## src/rtl/fetch_stage_if.sv

```systemverilog
// Instruction-memory request/response bus between the fetch stage (master) and memory (slave).
// The request is held with a stable address until imem_ready; imem_rdata is valid only when imem_req & imem_ready.
interface fetch_stage_if;
   logic        imem_req;
   logic [31:0] imem_addr;
   logic        imem_ready;
   logic [31:0] imem_rdata;

   modport master (output imem_req, output imem_addr, input imem_ready, input imem_rdata);
   modport slave  (input imem_req, input imem_addr, output imem_ready, output imem_rdata);
endinterface

```

## src/rtl/fetch_stage.sv

```systemverilog
// Pipeline fetch stage: PC, IF/ID register, one-entry skid buffer and a FETCH/HOLD/DRAIN FSM.
// Optional macro FETCH_PERF_CNT_EN adds stall_cycles and fetch_count outputs.
module fetch_stage #(
   parameter logic [31:0] RESET_PC = 32'h0000_0000,
   parameter logic [31:0] NOP_INST = 32'h0000_0013
) (
   input  logic          clk,
   input  logic          rst,
   input  logic          pc_stall,
   input  logic          ifid_stall,
   input  logic          branch_taken,
   input  logic [31:0]   branch_target,
   fetch_stage_if.master bus,
   output logic [31:0]   pc_IF_ID,
   output logic [31:0]   inst_IF_ID,
   output logic          valid_IF_ID,
`ifdef FETCH_PERF_CNT_EN
   output logic [31:0]   stall_cycles,
   output logic [31:0]   fetch_count,
`endif
   output logic [1:0]    state_dbg
);

   typedef enum logic [1:0] {FETCH = 2'd0, HOLD = 2'd1, DRAIN = 2'd2} state_t;

   state_t      state_q, state_d;
   logic [31:0] pc_q, pc_d;
   logic [31:0] pend_q, pend_d;
   logic [31:0] skid_q, skid_d;
   logic [31:0] ifid_pc_q, ifid_pc_d;
   logic [31:0] ifid_inst_q, ifid_inst_d;
   logic        ifid_valid_q, ifid_valid_d;
   logic        hold;
   logic [31:0] target;

   assign hold   = pc_stall | ifid_stall;
   assign target = branch_target & ~32'h3;

   // DRAIN keeps presenting the abandoned address so the outstanding request completes unchanged.
   assign bus.imem_req  = (state_q != HOLD);
   assign bus.imem_addr = (state_q == DRAIN) ? pend_q : pc_q;

   assign pc_IF_ID    = ifid_pc_q;
   assign inst_IF_ID  = ifid_inst_q;
   assign valid_IF_ID = ifid_valid_q;
   assign state_dbg   = state_q;

   always_comb begin
      state_d      = state_q;
      pc_d         = pc_q;
      pend_d       = pend_q;
      skid_d       = skid_q;
      ifid_pc_d    = ifid_pc_q;
      ifid_inst_d  = ifid_inst_q;
      ifid_valid_d = ifid_valid_q;
      case (state_q)
         FETCH: begin
            if (branch_taken) begin
               pc_d         = target;
               ifid_pc_d    = 32'h0;
               ifid_inst_d  = NOP_INST;
               ifid_valid_d = 1'b0;
               if (!bus.imem_ready) begin
                  pend_d  = pc_q;
                  state_d = DRAIN;
               end
            end else if (bus.imem_ready && !hold) begin
               ifid_pc_d    = pc_q;
               ifid_inst_d  = bus.imem_rdata;
               ifid_valid_d = 1'b1;
               pc_d         = pc_q + 32'd4;
            end else if (bus.imem_ready) begin
               skid_d  = bus.imem_rdata;
               state_d = HOLD;
            end else if (!hold) begin
               ifid_pc_d    = 32'h0;
               ifid_inst_d  = NOP_INST;
               ifid_valid_d = 1'b0;
            end
         end
         HOLD: begin
            if (branch_taken) begin
               pc_d         = target;
               skid_d       = 32'h0;
               ifid_pc_d    = 32'h0;
               ifid_inst_d  = NOP_INST;
               ifid_valid_d = 1'b0;
               state_d      = FETCH;
            end else if (!hold) begin
               ifid_pc_d    = pc_q;
               ifid_inst_d  = skid_q;
               ifid_valid_d = 1'b1;
               pc_d         = pc_q + 32'd4;
               state_d      = FETCH;
            end
         end
         DRAIN: begin
            // IF/ID already holds a bubble; a further redirect only moves pc.
            if (branch_taken) pc_d = target;
            if (bus.imem_ready) state_d = FETCH;
         end
         default: state_d = FETCH;
      endcase
   end

   always_ff @(posedge clk) begin
      if (rst) begin
         state_q      <= FETCH;
         pc_q         <= RESET_PC;
         pend_q       <= 32'h0;
         skid_q       <= 32'h0;
         ifid_pc_q    <= 32'h0;
         ifid_inst_q  <= NOP_INST;
         ifid_valid_q <= 1'b0;
      end else begin
         state_q      <= state_d;
         pc_q         <= pc_d;
         pend_q       <= pend_d;
         skid_q       <= skid_d;
         ifid_pc_q    <= ifid_pc_d;
         ifid_inst_q  <= ifid_inst_d;
         ifid_valid_q <= ifid_valid_d;
      end
   end

`ifdef FETCH_PERF_CNT_EN
   logic [31:0] stall_q, fetch_q;
   logic        fetch_load;

   // A valid write into IF/ID happens only from FETCH (direct) or HOLD (skid drain).
   assign fetch_load   = ifid_valid_d && ((state_q == FETCH && bus.imem_ready && !hold && !branch_taken) ||
                                          (state_q == HOLD && !hold && !branch_taken));
   assign stall_cycles = stall_q;
   assign fetch_count  = fetch_q;

   always_ff @(posedge clk) begin
      if (rst) begin
         stall_q <= 32'h0;
         fetch_q <= 32'h0;
      end else begin
         if (hold)       stall_q <= stall_q + 32'd1;
         if (fetch_load) fetch_q <= fetch_q + 32'd1;
      end
   end
`endif

endmodule

```

## src/flat_wrapper.sv

```systemverilog
// flat-port wrapper written by rule: the top's interface ports become plain ports
module fetch_stage_flat 
#(
   parameter logic [31:0] RESET_PC = 32'h0000_0000,
   parameter logic [31:0] NOP_INST = 32'h0000_0013
)
  (clk, rst, pc_stall, ifid_stall, branch_taken, branch_target, pc_IF_ID, inst_IF_ID, valid_IF_ID, state_dbg, bus_imem_req, bus_imem_addr, bus_imem_ready, bus_imem_rdata);
  fetch_stage_if bus_i ();
  input  logic clk;
  input  logic rst;
  input  logic pc_stall;
  input  logic ifid_stall;
  input  logic branch_taken;
  input  logic [31:0] branch_target;
  output logic [31:0] pc_IF_ID;
  output logic [31:0] inst_IF_ID;
  output logic valid_IF_ID;
  output logic [1:0] state_dbg;
  output wire logic [$bits(bus_i.imem_req)-1:0] bus_imem_req;
  output wire logic [$bits(bus_i.imem_addr)-1:0] bus_imem_addr;
  input wire logic [$bits(bus_i.imem_ready)-1:0] bus_imem_ready;
  input wire logic [$bits(bus_i.imem_rdata)-1:0] bus_imem_rdata;
  assign bus_imem_req = bus_i.imem_req;
  assign bus_imem_addr = bus_i.imem_addr;
  assign bus_i.imem_ready = bus_imem_ready;
  assign bus_i.imem_rdata = bus_imem_rdata;
  fetch_stage #(.RESET_PC(RESET_PC), .NOP_INST(NOP_INST)) u_core (.clk(clk), .rst(rst), .pc_stall(pc_stall), .ifid_stall(ifid_stall), .branch_taken(branch_taken), .branch_target(branch_target), .bus(bus_i), .pc_IF_ID(pc_IF_ID), .inst_IF_ID(inst_IF_ID), .valid_IF_ID(valid_IF_ID), .state_dbg(state_dbg));
endmodule
```

## config.mk

```make
export PLATFORM = sky130hd
export DESIGN_NAME = fetch_stage_flat
export DESIGN_NICKNAME = d
export VERILOG_FILES = /design/src/rtl/fetch_stage_if.sv /design/src/rtl/fetch_stage.sv /design/src/flat_wrapper.sv
export SDC_FILE = /design/constraint.sdc
export NUM_CORES = 1
export LEC_CHECK = 0
export CAP_MARGIN = 40
export CORE_MARGIN = 8
export CORE_UTILIZATION = 50
export CTS_BUF_LIST = sky130_fd_sc_hd__clkbuf_4
export DETAILED_ROUTE_END_ITERATION = 7
export DONT_BUFFER_PORTS = 1
export PLACE_DENSITY = 0.64
export SETUP_SLACK_MARGIN = 0.4
export SYNTH_ARGS = -nofsm -noshare
export SYNTH_HDL_FRONTEND = slang
export SYNTH_SLANG_ARGS = --single-unit
```

## constraint.sdc

```tcl
create_clock -name clk -period 1.7 [get_ports clk]
set_input_delay 0.34 -clock clk [delete_from_list [all_inputs] [get_ports clk]]
set_output_delay 0.34 -clock clk [all_outputs]
set_load 0.03 [all_outputs]
```

==> results_dict.tcl <==
set metrics [dict create \
    worst_pin_slew_ps 681 \
    yosysMostFrequentCell "dfxtp_1" \
    wl_per_cell_microns 24.9 \
    netlist.top_cell.by_area "dfxtp_1" \
    grt.busiest_layer "met2" \
    period_needed_ps 2120 \
    arrival_ps 1780 \
    period_share_pct 125 \
    dieArea_sq_um 18900 \
    synth_cell_types 67 \
    synth_area_sq_um 7390 \
    via_per_inst 6.59 \
    finalClockSkew_ps 15.1 \
    critPathTopFamily "flip-flops" \
    rsz0062_at_grt "true" \
    synth_top_area_share_pct 42.8 \
    rr_worst_depth 8 \
    seq_area_frac_synth_pct 42.8 \
    power_density_nw_per_um2 725 \
    hold_viol_final 131 \
    row_count 44 \
    met2_usage_pct 44.9 \
    drtPass1Iterations 7 \
    clkLatencyLatePin_ps 570 \
    fin_hold_ws_ps -148 \
    worstSetupEndpointType "primary output" \
    drc 0 \
    met3_usage_pct 7.62 \
    dp_hpwl_mm 15.5 \
    p_leak_nw 4.15 \
    status "complete, but fails checks" \
    worst-path-stages 4 \
    cp.buffers_inverters 2 \
    drive_gt1_share_pct 59.7 \
    violations "negative hold slack, negative setup slack" \
    die_w_microns 138 \
    stdcell_area_sq_um 11700 \
    grt_pass1_vias 6993 \
    cp_max_fo 8 \
    clk_pin_slew_ps 120 \
    crit_required_ps 1360 \
    cts-root-buf "clkbuf_4" \
    grt_max_degree 153 \
    slowest_stage "dfxtp_4" \
    placed_area_sq_um 8450 \
    synth_top_cells_by_count "dfxtp_1 (158), nand2_1 (122), a21oi_1 (86), nor2_1 (78), clkbuf_1 (69)" \
    syn_avg_cell_area_sq_um 8.18 \
    utilization_pct 80.7 \
    first_iter_violations 583 \
    cp_cell_sequence "nor2b_4, buf_6, buf_12, mux2_4" \
    yosys_warnings 0 \
    hold_buffers 7 \
    vias 7850 \
    synthArstFlopShare_pct 0 \
    ant_nets 0 \
    max-vdd-ir-drop_uv 493 \
    critPathKind "flip-flop to primary output" \
    yosys-top-cells-area "dfxtp_1 (43%), nand2_1 (6.2%), a21oi_1 (5.8%), mux2_2 (4.4%), nor2_1 (4.0%)" \
    relSlewSlack_pct 54.5 \
    drv_cap 0 \
    whs_path_depth 1 \
    drt-total-wl_mm 29.6 \
    antenna_found_initial 1 \
    fin_ws_ps -418 \
    p_total_mw 8.48 \
    drv_slew 0 \
    grt_first_pass_wirelength_mm 39.0 \
    htree_levels 4 \
    synth-edff-count 0 \
    clock-sinks 158 \
    setup_violations 137 \
    grtUsageMet1_pct 30.7 \
    coreArea_sq_um 14500 \
    portBuffers 0 \
    place_ws_ps -56.2 \
    cts_tree "built" \
    ios 170 \
    numCtsBuffers 17 \
    hp-class "input pin to flip-flop" \
    synthCells 904 \
    fmax_ghz 0.472 \
    gp_congestion 0.872 \
    num-nets-final 1068 \
    grt_overflow 0 \
    die_h_microns 138 \
    cpPeakStageDelay_ps 360 \
    synthFlopType "dfxtp_1" \
    clockBufferDepth 2 \
    grt_usage_pct 26.3 \
    areaGrowthSynthToFinish_pct 58.1 \
    ys_seq_elements 158 \
    initial_core_util_pct 51.1 \
    start_kind "flip-flop" \
]
worst reg2reg max path: cells and delay by family, from the launching register on:
kind,cells,cell delay [ps]
AND/OR/NAND/NOR,2,640
buffers and inverters,4,480
flip-flops,1,380
AO/OA/AOI/OAI,2,310
metrics by stage:
step | setup TNS, ps | cells
floorplan | -244 | 905
global placement | -6.80 | 1082
detailed placement | -77.7 | 1082
CTS | -15640 | 1151
global route | -28990 | 1191
finish | -19860 | 1191
state kept, by name (all words and copies together) (netlist names):
register / cells
u_core.pend_q: 30
u_core.state_dbg: 2
u_core.valid_IF_ID: 1
u_core.inst_IF_ID: 32
u_core.skid_q: 32
u_core.pc_q: 30
u_core.pc_IF_ID: 31
cell usage in the layout, fill, tap and decap left out, types with 8 or more instances in the layout:
cell type | netlist | final
a22oi_2 | 0 | 31
nor3b_2 | 0 | 16
buf_16 | 0 | 8
nand2_4 | 0 | 21
a311oi_2 | 0 | 20
nor3b_1 | 29 | 10
mux2_4 | 0 | 28
nor3_1 | 41 | 28
buf_6 | 6 | 38
nand2_1 | 122 | 85
dfxtp_1 | 158 | 81
nor3_2 | 1 | 12
a21oi_2 | 0 | 64
nor2_4 | 0 | 9
nand3_4 | 1 | 8
buf_12 | 0 | 29
nand4_1 | 12 | 12
clkbuf_4 | 0 | 20
a311oi_1 | 30 | 10
nand3_2 | 1 | 32
nand2_2 | 0 | 14
clkbuf_16 | 0 | 8
o21ai_1 | 0 | 9
dfxtp_4 | 0 | 67
dfxtp_2 | 0 | 10
nand3_1 | 55 | 17
nor2_1 | 78 | 64
buf_4 | 5 | 70
a21oi_1 | 86 | 18
area by class of cell:
cell class	count	area [sq um]
fill	847	2790
clock inverter	8	120
sequential	158	3430
clock buffer	20	150
timing repair buffer	164	2080
inverter	3	11.3
tap	184	230
antenna	1	2.50
multi-input combinational	653	5660
final timing paths:
check | endpoint | from | slack, ps
worst max-delay path | bus_imem_addr[15] | u_core.state_dbg[1] | -420
worst min-delay path | u_core.inst_IF_ID[17] | rst | -150
worst max register to register | u_core.skid_q[24] | u_core.state_dbg[0] | -180
worst min register to register | u_core.pend_q[17] | u_core.pend_q[17] | 470
timing repair:
| item | in CTS | in global routing |
|---|---|---|
| gates cloned | 10 | 13 |
| pin swaps | 117 | 115 |
| endpoints found under the setup margin | 253 | 253 |
| hold endpoints to repair | 155 | 149 |
| buffers inserted | 24 | 26 |
| gates resized for setup | 168 | 377 |
power by group:
part           switching (mW)  internal (mW)
clock network            1.31           1.03
registers               0.262           3.82
logic                    1.11          0.938
total                    2.69           5.79
routing by layer:
metal	vias to the layer above	part of all wire [%]
met5	-	0
met4	0	3.8
met3	101	8.8
met2	381	51
met1	3894	37
li1	3474	-
logic make-up after synthesis:
logic type,after synthesis,share of synthesized area (%)
muxes,31,4.69
DFF,158,42.8
and+or+nand+nor,391,26.2
AOI/OAI and AO/OA,223,19.9
adders and majority gates,1,0.169
other,1,0.0507
buffers and inverters,99,6.24
(Power assumes the default switching activity.)
